--- config.mk ---
export PLATFORM = sky130hd
export DESIGN_NAME = clk_freq_meter
export DESIGN_NICKNAME = d
export VERILOG_FILES = /design/src/rtl/clk_freq_meter.sv
export SDC_FILE = /design/constraint.sdc
export NUM_CORES = 1
export LEC_CHECK = 0
export ABC_AREA = 0
export CAP_MARGIN = 20
export CORE_ASPECT_RATIO = 1.25
export CORE_MARGIN = 2
export CORE_UTILIZATION = 62
export DETAILED_ROUTE_END_ITERATION = 16
export PLACE_DENSITY = 0.81
export SETUP_SLACK_MARGIN = 0.3
export SYNTH_ARGS = -nofsm -noshare
export SYNTH_HDL_FRONTEND = slang
export SYNTH_SLANG_ARGS = --single-unit
--- constraint.sdc ---
create_clock -name clkin -period 5.45 [get_ports clkin]
set_input_delay 0.545 -clock clkin [delete_from_list [all_inputs] [get_ports clkin]]
set_output_delay 0.545 -clock clkin [all_outputs]
set_load 0.01 [all_outputs]
--- src/rtl/clk_freq_meter.sv ---
// Counts rising edges of an asynchronous signal over a fixed gate window of clkin cycles.
// Optional period measurement output enabled by defining CLK_FREQ_METER_PERIOD_EN.
module clk_freq_meter #(
  parameter int SYS_FREQ = 50000000,
  parameter int GATE_MS  = 1000,
  parameter int CNT_W    = 32
) (
  input  logic             clkin,
  input  logic             rst,
  input  logic             en,
  input  logic             sig_in,
  output logic [CNT_W-1:0] freq_out,
  output logic             valid,
  output logic             ovf,
  output logic             busy
`ifdef CLK_FREQ_METER_PERIOD_EN
  ,
  output logic [CNT_W-1:0] period_out
`endif
);

  localparam int GATE_CYCLES = SYS_FREQ / 1000 * GATE_MS;
  localparam int GW          = (GATE_CYCLES > 1) ? $clog2(GATE_CYCLES) : 1;
  localparam logic [GW-1:0]    GATE_LAST = GW'(GATE_CYCLES - 1);
  localparam logic [CNT_W-1:0] CNT_MAX   = '1;

  typedef enum logic {
    IDLE,
    RUN
  } state_t;

  state_t           state;
  logic             sync1;
  logic             sync2;
  logic             hist;
  logic             rise;
  logic [GW-1:0]    gate_cnt;
  logic [CNT_W-1:0] edge_cnt;
  logic             sat;
  logic [CNT_W-1:0] edge_nxt;
  logic             sat_nxt;
  logic             win_end;

  // Synchronizer and history run independently of en so enabling never creates a false edge.
  // NOTE: async-reset flops use non-blocking assignments so every register samples pre-edge values.
  always_ff @(posedge clkin or posedge rst) begin
    if (rst) begin
      sync1 <= 1'b0;
      sync2 <= 1'b0;
      hist  <= 1'b0;
    end else begin
      sync1 <= sig_in;
      sync2 <= sync1;
      hist  <= sync2;
    end
  end

  assign rise = sync2 & ~hist;

  // NOTE: every always_comb output gets a default first so no latch can be inferred.
  always_comb begin
    edge_nxt = edge_cnt;
    if (rise && (edge_cnt != CNT_MAX)) begin
      edge_nxt = edge_cnt + CNT_W'(1);
    end
    sat_nxt = sat | (edge_nxt == CNT_MAX);
    win_end = (gate_cnt == GATE_LAST);
  end

  // The first en=1 cycle in IDLE is already gate cycle 0, so a window is exactly GATE_CYCLES long.
  always_ff @(posedge clkin or posedge rst) begin
    if (rst) begin
      state    <= IDLE;
      gate_cnt <= '0;
      edge_cnt <= '0;
      sat      <= 1'b0;
      freq_out <= '0;
      valid    <= 1'b0;
      ovf      <= 1'b0;
      busy     <= 1'b0;
    end else begin
      valid <= 1'b0;
      case (state)
        IDLE: begin
          if (en) begin
            state    <= RUN;
            busy     <= 1'b1;
            gate_cnt <= GW'(1);
            edge_cnt <= edge_nxt;
            sat      <= sat_nxt;
          end else begin
            busy     <= 1'b0;
            gate_cnt <= '0;
            edge_cnt <= '0;
            sat      <= 1'b0;
          end
        end
        RUN: begin
          if (!en) begin
            state    <= IDLE;
            busy     <= 1'b0;
            gate_cnt <= '0;
            edge_cnt <= '0;
            sat      <= 1'b0;
          end else if (win_end) begin
            freq_out <= edge_nxt;
            ovf      <= sat_nxt;
            valid    <= 1'b1;
            gate_cnt <= '0;
            edge_cnt <= '0;
            sat      <= 1'b0;
          end else begin
            gate_cnt <= gate_cnt + GW'(1);
            edge_cnt <= edge_nxt;
            sat      <= sat_nxt;
          end
        end
        default: begin
          state <= IDLE;
          busy  <= 1'b0;
        end
      endcase
    end
  end

`ifdef CLK_FREQ_METER_PERIOD_EN
  logic [CNT_W-1:0] period_cnt;
  logic             seen_edge;

  // The first edge after enabling only aligns the counter; later edges publish a full period.
  always_ff @(posedge clkin or posedge rst) begin
    if (rst) begin
      period_cnt <= '0;
      seen_edge  <= 1'b0;
      period_out <= '0;
    end else if (!en) begin
      period_cnt <= '0;
      seen_edge  <= 1'b0;
    end else if (rise) begin
      if (seen_edge) begin
        period_out <= period_cnt;
      end
      period_cnt <= CNT_W'(1);
      seen_edge  <= 1'b1;
    end else if (period_cnt != CNT_MAX) begin
      period_cnt <= period_cnt + CNT_W'(1);
    end
  end
`endif

endmodule

# [Word-level counts from Yosys, hierarchy flattened]
# Index checks and enable logic that the tools add are counted.
[totals] register_bits=98 input_bits=4 output_inout_bits=35
[classes] addsub=2 n_eq_ne=4 muxes=19 n_bitwise=4 n_reduce_logical=2
[ops] cell="$mux 32" n=4
[ops] cell="$pmux 32 s2" n=1
[ops] cell="$mux 26" n=2
[ops] cell="$pmux 26 s2" n=1
[ops] cell="$add 32x1->32 const B" n=1
[ops] cell="$eq 32x32->1 const B" n=1
[ops] cell="$ne 32x32->1 const B" n=1
[ops] cell="$add 26x1->26 const B" n=1
[ops] cell="$eq 26x26->1 const B" n=1
[ops] cell="$mux 1" n=9
[ops] cell="$pmux 1 s2" n=2
[ops] cell="$reduce_and 3->1" n=1
[ops] cell="$ne 2x2->1 const B" n=1
[ops] cell="$not 1->1" n=2
[ops] cell="$and 1x1->1" n=1
[ops] cell="$logic_and 1x1->1" n=1
[ops] cell="$or 1x1->1" n=1

# [Depth between registers and ports, before layout]
# Gate-level depths: netlist (run 1).
[depth] word_depth=9 depth_mapped=10 ltp_nobuf=9

# [Worst setup path before layout (run 1)]
# No wires, ideal clock.
[synth_path] kind="flip-flop to flip-flop" start="reg edge_cnt[0]" end="reg ovf" arrival_ns=2.362 required_time_ns=5.377 slack_ns=3.015 path_stages_with_launch=10 n_path_buf=0 path_cell_list="dfrtp_1 ha_1 nand3_2 nor3_2 a31oi_4 nand2_1 or3_2 a2111oi_4 a41oi_2 a21oi_2"
[synth_between] elab_chain_cells=5 word_cells_on_any_way=6 cone_classes="add/sub (1); eq/ne (2); mux (1); bitwise (1); reduce/logical (1)"
[synth_rtl] item="start, declared" line_no="38" text="logic [CNT_W-1:0] edge_cnt;"
[synth_rtl] item="start signal, assigned" line_no="89" text="edge_cnt <= edge_nxt;"
[synth_rtl] item="start signal, assigned" line_no="114" text="edge_cnt <= edge_nxt;"
[synth_rtl] item="branches (longest 2 deep; another with $add 32x1->32)"
[synth_rtl] item="$mux 32 *" line_no="63" text="if (rise && (edge_cnt != CNT_MAX)) begin"
[synth_rtl] item="$eq 32x32->1 *" line_no="66" text="sat_nxt = sat | (edge_nxt == CNT_MAX);"
[synth_rtl] item="$or 1x1->1 *" line_no="66"
[synth_rtl] item="end signal, assigned" line_no="107" text="ovf <= sat_nxt;"
[synth_rtl] item="end, declared" line_no="14" text="output logic ovf,"
# Mark *: on every way between the ends.
# A chain may end at the register's enable or synchronous reset.

# [Worst setup path after layout (run 1)]
# Same ends and word-level chain as after synthesis.

==> results of run 1 <==
kinds of logic after synthesis:
kind of cell / synth area share
and+or+nand+nor: 0.2666
AOI/OAI and AO/OA: 0.09382
DFF: 0.5180
buffers and inverters: 0.02299
adders and majority gates: 0.005285
muxes: 0.004493
xor gates and xnor gates: 0.08879
sequential cells by signal (all words and copies together), names as in the netlist:
signal	cells
gate_cnt	26
edge_cnt	32
hist	1
valid	1
sync2	1
state	1
sat	1
busy	1
sync1	1
freq_out	32
ovf	1
stage by stage:
step	cells	power [mW]
floorplan	477	0.7738
global placement	592	0.7848
detailed placement	592	0.7867
CTS	608	1.259
global route	610	1.288
finish	610	1.245
per-layer routing:
layer,vias to the layer above,GRT usage,share of wire
li1,1711,-,-
met5,-,0,0
met4,0,0.1372,0.039
met3,31,0.05348,0.038
met1,1732,0.2834,0.39
met2,80,0.4497,0.54
how the worst max path moves through the flow:
stage	depth (start not counted)	endpoint	from
floorplan	1	busy$_DFFE_PP0P_	rst
global placement	9	ovf$_DFFE_PP0P_	gate_cnt[0]$_DFF_PP0_
detailed placement	9	ovf$_DFFE_PP0P_	gate_cnt[0]$_DFF_PP0_
CTS	9	ovf$_DFFE_PP0P_	gate_cnt[0]$_DFF_PP0_
global route	9	ovf$_DFFE_PP0P_	edge_cnt[0]$_DFF_PP0_
finish	9	ovf$_DFFE_PP0P_	edge_cnt[0]$_DFF_PP0_
placed cells by master (no fill, tap or decap), drive strengths merged, types with 2 or more instances in the layout:
cell type      count
dfrtp             98
and2               4
inv               13
nor2              74
ha                 2
nand3b             3
buf                3
a31oi              2
a21o               2
nor3b              2
nand3             26
a21oi              5
nand2             60
clkinvlp           2
xor2              29
clkdlybuf4s50     38
nor4               8
or3                6
xnor2             19
nor3              16
o211ai             2
nor2b              2
nand2b             2
a41oi              2
nand4             19
o21ai             40
and3              12
clkbuf            10
critical path: cells and delay by family, from the launching register on:
kind | cells | cell delay [ns]
simple gates | 4 | 1.15
compound gates | 3 | 0.79
flops | 1 | 0.43
fa+ha+maj | 1 | 0.26
xor+xnor | 1 | 0.19
report_power, final:
group	switching, mW	internal [mW]
Sequential	0.00374	0.730
Clock	0.255	0.218
Combinational	0.0286	0.00919
area by class of cell:
class | count | share of cell area
Sequential cell | 98 | 0.4523
Multi-Input combinational cell | 352 | 0.4018
Timing Repair Buffer | 41 | 0.07939
Clock buffer | 10 | 0.02354
Tap cell | 92 | 0.02123
Clock inverter | 6 | 0.01362
Inverter | 11 | 0.008078
==> out/qor.txt, run 1 <==
MaxCap Viol Count: 0
global-route wire length before repair: 16,190 µm
worst flop-to-flop path startpoint: edge_cnt[0]$_DFF_PP0_
Initial DRC Count: 192
clock network latency to the later pin of the worst-skew pair: 0.37 ns
kind of critical path: register to register
layout cells sized above 1: 0.1062
Synth cell types: 62
wire per inst: 15.75 µm
post-synthesis sequential area ratio: 0.5180
HPWL after DPL: 6845 µm
Antenna Violating Nets Remaining: 0
FMAX: 345.4 MHz
area leader, netlist: dfrtp_1
worst setup margin: 2.555 ns
crit path max-delay cell type: dfrtp_1
CP max FO: 13
initial antenna violation count: 0
nets@finish: 519
post-placement setup slack: 2.466 ns
Synth Warn #: 0
Ant. Diodes: 0
count leader, synth: dfrtp_1
gr ovfl total: 0
Worst Hold Depth: 0
outcome: finished, final reports clean
TritonCTS Buffers: 9
Die ar.: 8356 µm²
final core utilization: 0.7325
DP Area: 5177 µm²
final setup TNS: 0 ns
cells resized by post-CTS repair: 0
CP max stage delay: 0.43 ns
syn_area_per_cell: 9.926 µm²
clock sink count: 98
min Tclk post-route: 2.895 ns
max-slew violations: 0
number of synthesized register bits: 98
port bufs: 38
CTS Buffer Depth: 2
Vias: 3,554
crit share post-route: 0.5312
Die Height: 101.7 µm
# IOs: 39
reg2reg path depth: 9
largest cells by area after synthesis: dfrtp_1, nor2_1, xor2_1
syn nets: 483
CTS H-tree lvls: 3
CP cell instances: ha_1 > nand3_2 > nor3_2 > a31o_2 > nor3_1 > xnor2_1 > nor4_2 > a41oi_2 > a21oi_2
RSZ-0062 raised after global routing: false
FP Rows: 35
storage element area: 2452 µm²
most frequent cells after synthesis: dfrtp_1, nor2_1, nand2_1
Post-CTS Setup Inserts: 0
CP required: 5.75 ns
Post-Layout Inst Area: 5421 µm²
Pre-antenna DRT Iters: 4
TritonCTS clock tree: yes
initial core utilization: 0.6397
Syn Std Cell Area: 4735 µm²
GPL Wtd Cong: 0.9212
Hold Vio Cnt, Final: 0
leak pwr: 2.290 nW
fill count: 534
CP endpoint kind: register
Critical R2R Capture: ovf$_DFFE_PP0P_
CP arrival: 3.19 ns
die extent in x: 82.16 µm
Syn Inst Count: 477
top cell type's share of synthesized area: 0.5180
R2R setup slack: 2.55 ns
power density cells: 229.6 nW/µm²
Multi-input gate area: 2178 µm²
Synth Flop Type: dfrtp_1
core area: 7401 µm²
hold_buf cts: 0
relative slew slack: 0.4043
startpoint types: register
Clock Skews: 0.01222 ns
Least-Margin Pin Slew: 0.8909 ns
GRT Util Overall: 0.2551
Routed WL: 9608 µm
Worst Hold Class: register to register
vias in the first global route: 3,575
Min-Delay Endpoint: sync2$_DFF_PP0_
area delta synth->final: 14.51%
# setup viols final: 0
number of synthesized flops with an enable pin: 0
Peak VDD IR: 158.3 µV
hold_ws: 0.3704 ns
largest net degree at the start of global routing: 72
DRC viols: 0
clock root cell: clkbuf_8
ys async rst share: 1.000
Via density: 5.826
hold wc startpoint: sync1$_DFF_PP0_
Clk pin slew, worst setup/hold paths: 0.10 ns
Power figures use the tool's default switching activity.
==> run 2: changes to the inputs <==
--- a/config.mk
+++ b/config.mk
@@ -9,9 +9,9 @@
 export CAP_MARGIN = 20
 export CORE_ASPECT_RATIO = 1.25
 export CORE_MARGIN = 2
-export CORE_UTILIZATION = 62
+export CORE_UTILIZATION = 58
 export DETAILED_ROUTE_END_ITERATION = 16
-export PLACE_DENSITY = 0.81
+export PLACE_DENSITY = 0.77
 export SETUP_SLACK_MARGIN = 0.3
 export SYNTH_ARGS = -nofsm -noshare
 export SYNTH_HDL_FRONTEND = slang
==> constraint.sdc (replaced) <==
create_clock -name clkin -period 2.7 [get_ports clkin]
set_input_delay 0.27 -clock clkin [delete_from_list [all_inputs] [get_ports clkin]]
set_output_delay 0.27 -clock clkin [all_outputs]
set_load 0.01 [all_outputs]
==> run 2 against run 1 <==
Effect of this change: register-to-register slack lost 2.4 ns; combinational power rose to 2.7 times the previous value; via count up 7.7%; first-iteration DRC count decreased by 6.3%; final cell count grew 7.5%; routed wire length up 15%; die area rose by 6.6%; critical path type unchanged.
==> out/qor.txt, run 2 (synthesized netlist as in run 1, its figures left out) <==
outcome: finished, final reports clean
layout cells sized above 1: 0.2139 (+0.1077)
initial core utilization: 0.6006 (-0.03909)
Via density: 5.834 (+0.13%)
hold_ws: 0.3320 ns (-0.03849 ns)
CP max FO: 6 (-7)
clock network latency to the later pin of the worst-skew pair: 0.37 ns (about the same)
final setup TNS: 0 ns (unchanged)
# IOs: 39 (unchanged)
CP cell instances: nand3_2 > nor4_4 > buf_4 > nand4_1 > xnor2_1 > o211ai_1 > a2111oi_4 > a41oi_2 > a21oi_2
DRC viols: 0 (unchanged)
GPL Wtd Cong: 0.9669 (+5.0%)
most frequent cells in the layout: dfrtp_1, nor2_1, nand2_1
CTS Buffer Depth: 2 (unchanged)
leak pwr: 2.591 nW (+13%)
CP required: 3.01 ns (-2.74 ns)
commonest non-fill, non-tap cell in the layout: dfrtp_1
crit path max-delay cell type: dfrtp_2
hold_buf cts: 0 (unchanged)
kind of critical path: register to register
gr ovfl total: 0 (unchanged)
MaxCap Viol Count: 0 (unchanged)
RSZ-0062 raised after global routing: true
CP Buf/Inv Count: 1 (+1)
Worst Hold Class: primary input to register
largest net degree at the start of global routing: 66 (-8.3%)
Vias: 3,827 (+7.7%)
Peak VDD IR: 377.9 µV (+140%)
min Tclk post-route: 2.577 ns (-0.3180 ns)
CP top delay family: compound AO/OA/AOI/OAI gates
wire per inst: 16.91 µm (+7.4%)
Least-Margin Pin Slew: 0.7613 ns (-0.1296 ns)
max-slew violations: 0 (unchanged)
TritonCTS Buffers: 9 (unchanged)
crit share post-route: 0.9545 (+0.4233)
DP Area: 5310 µm² (+2.6%)
HPWL after DPL: 6898 µm (+0.77%)
Initial DRC Count: 180 (-6.3%)
die extent in x: 84.81 µm (+3.2%)
vias in the first global route: 3,619 (+1.2%)
clock sink count: 98 (unchanged)
nets@finish: 563 (+8.5%)
CP endpoint kind: register
Clock Skews: 0.01347 ns (+0.001249 ns)
Largest regs: edge_cnt x32, freq_out x32, gate_cnt x26
# setup viols final: 0 (unchanged)
CTS H-tree lvls: 3 (unchanged)
storage element area: 2467 µm² (+0.61%)
CP arrival: 2.88 ns (-0.31 ns)
CP max stage delay: 0.45 ns (+0.02 ns)
global-route wire length before repair: 17,390 µm (+7.4%)
FMAX: 388.0 MHz (+12%)
Post-Layout Inst Area: 5957 µm² (+9.9%)
FP Rows: 36 (+2.9%)
relative slew slack: 0.4914 (+0.08710)
initial antenna violation count: 0 (unchanged)
fill count: 521 (-2.4%)
total power: 2.710 mW (+120%)
Antenna Violating Nets Remaining: 0 (unchanged)
startpoint types: register
Hold Vio Cnt, Final: 0 (unchanged)
core area: 7883 µm² (+6.5%)
power density cells: 454.9 nW/µm² (+98%)
Die Height: 105.0 µm (+3.3%)
area delta synth->final: 25.82%
TritonCTS clock tree: yes
GRT Util Overall: 0.2483 (-0.006721)
Ant. Diodes: 0 (unchanged)
Routed WL: 11,090 µm (+15%)
port bufs: 38 (unchanged)
Clk pin slew, worst setup/hold paths: 0.10 ns (about the same)
Die ar.: 8906 µm² (+6.6%)
Multi-input gate area: 2290 µm² (+5.1%)
Pre-antenna DRT Iters: 5 (+1)
clock root cell: clkbuf_8
run 2: layout make-up:
class,instances,area share
Clock buffer,10,0.02310
Clock inverter,5,0.01722
Inverter,11,0.007561
Multi-Input combinational cell,352,0.3844
Sequential cell,98,0.4142
Tap cell,95,0.01995
Timing Repair Buffer,85,0.1336
run 2: path summary, 6_finish.rpt:
kind                                       start                    end  slack, ns  cells past startpoint
hold reg to reg                  sync1$_DFF_PP0_        sync2$_DFF_PP0_       0.36                      0
setup / recovery           edge_cnt[9]$_DFF_PP0_        ovf$_DFFE_PP0P_       0.12                      9
hold / removal                            sig_in        sync1$_DFF_PP0_       0.33                      1
max in group asynchronous                    rst  gate_cnt[0]$_DFF_PP0_       1.64                      3
min in group asynchronous                    rst  edge_cnt[9]$_DFF_PP0_       0.37                      2
setup reg to reg           edge_cnt[9]$_DFF_PP0_        ovf$_DFFE_PP0P_       0.12                      9
run 2: worst register-to-register path, stage by stage (launching register included):
cell	delay, ns
dfrtp_2	0.45
nand3_2	0.18
nor4_4	0.28
buf_4	0.19
nand4_1	0.16
xnor2_1	0.32
o211ai_1	0.20
a2111oi_4	0.37
a41oi_2	0.19
a21oi_2	0.17
run 2: report_power, final:
part           internal (mW)  switching, mW  total [mW]
sequential              1.47        0.00764        1.48
combinational         0.0358         0.0662       0.102
clock                  0.634          0.493        1.13
total                   2.14          0.566        2.71
run 2: what timing repair did:
action | CTS | global route
pin swaps | 11 | 17
setup buffers | 17 | 19
gates resized for setup | 15 | 15
setup endpoints to repair | 2 | 2
run 2: through the flow:
stage	utilization	setup WS [ns]	instances
floorplan	-	0.3266	477
global placement	0.6737	0.1483	605
detailed placement	0.6737	0.01010	605
CTS	0.7310	0.3159	637
global route	0.7557	0.03964	656
finish	0.7557	0.1228	656
run 2: per-layer routing:
metal  routed length [µm]  track usage
met3                  540      0.04897
met4                  453       0.1247
met1                 4507       0.3146
met2                 5590       0.4038
met5                    0            0
==> run 3: changes to the inputs <==
--- a/config.mk
+++ b/config.mk
@@ -13,6 +13,7 @@
 export DETAILED_ROUTE_END_ITERATION = 16
 export PLACE_DENSITY = 0.77
 export SETUP_SLACK_MARGIN = 0.3
+export SLEW_MARGIN = 10
 export SYNTH_ARGS = -nofsm -noshare
 export SYNTH_HDL_FRONTEND = slang
 export SYNTH_SLANG_ARGS = --single-unit
==> results of run 3 <==
The final DEF is identical to that of run 2; final timing and power are the same.
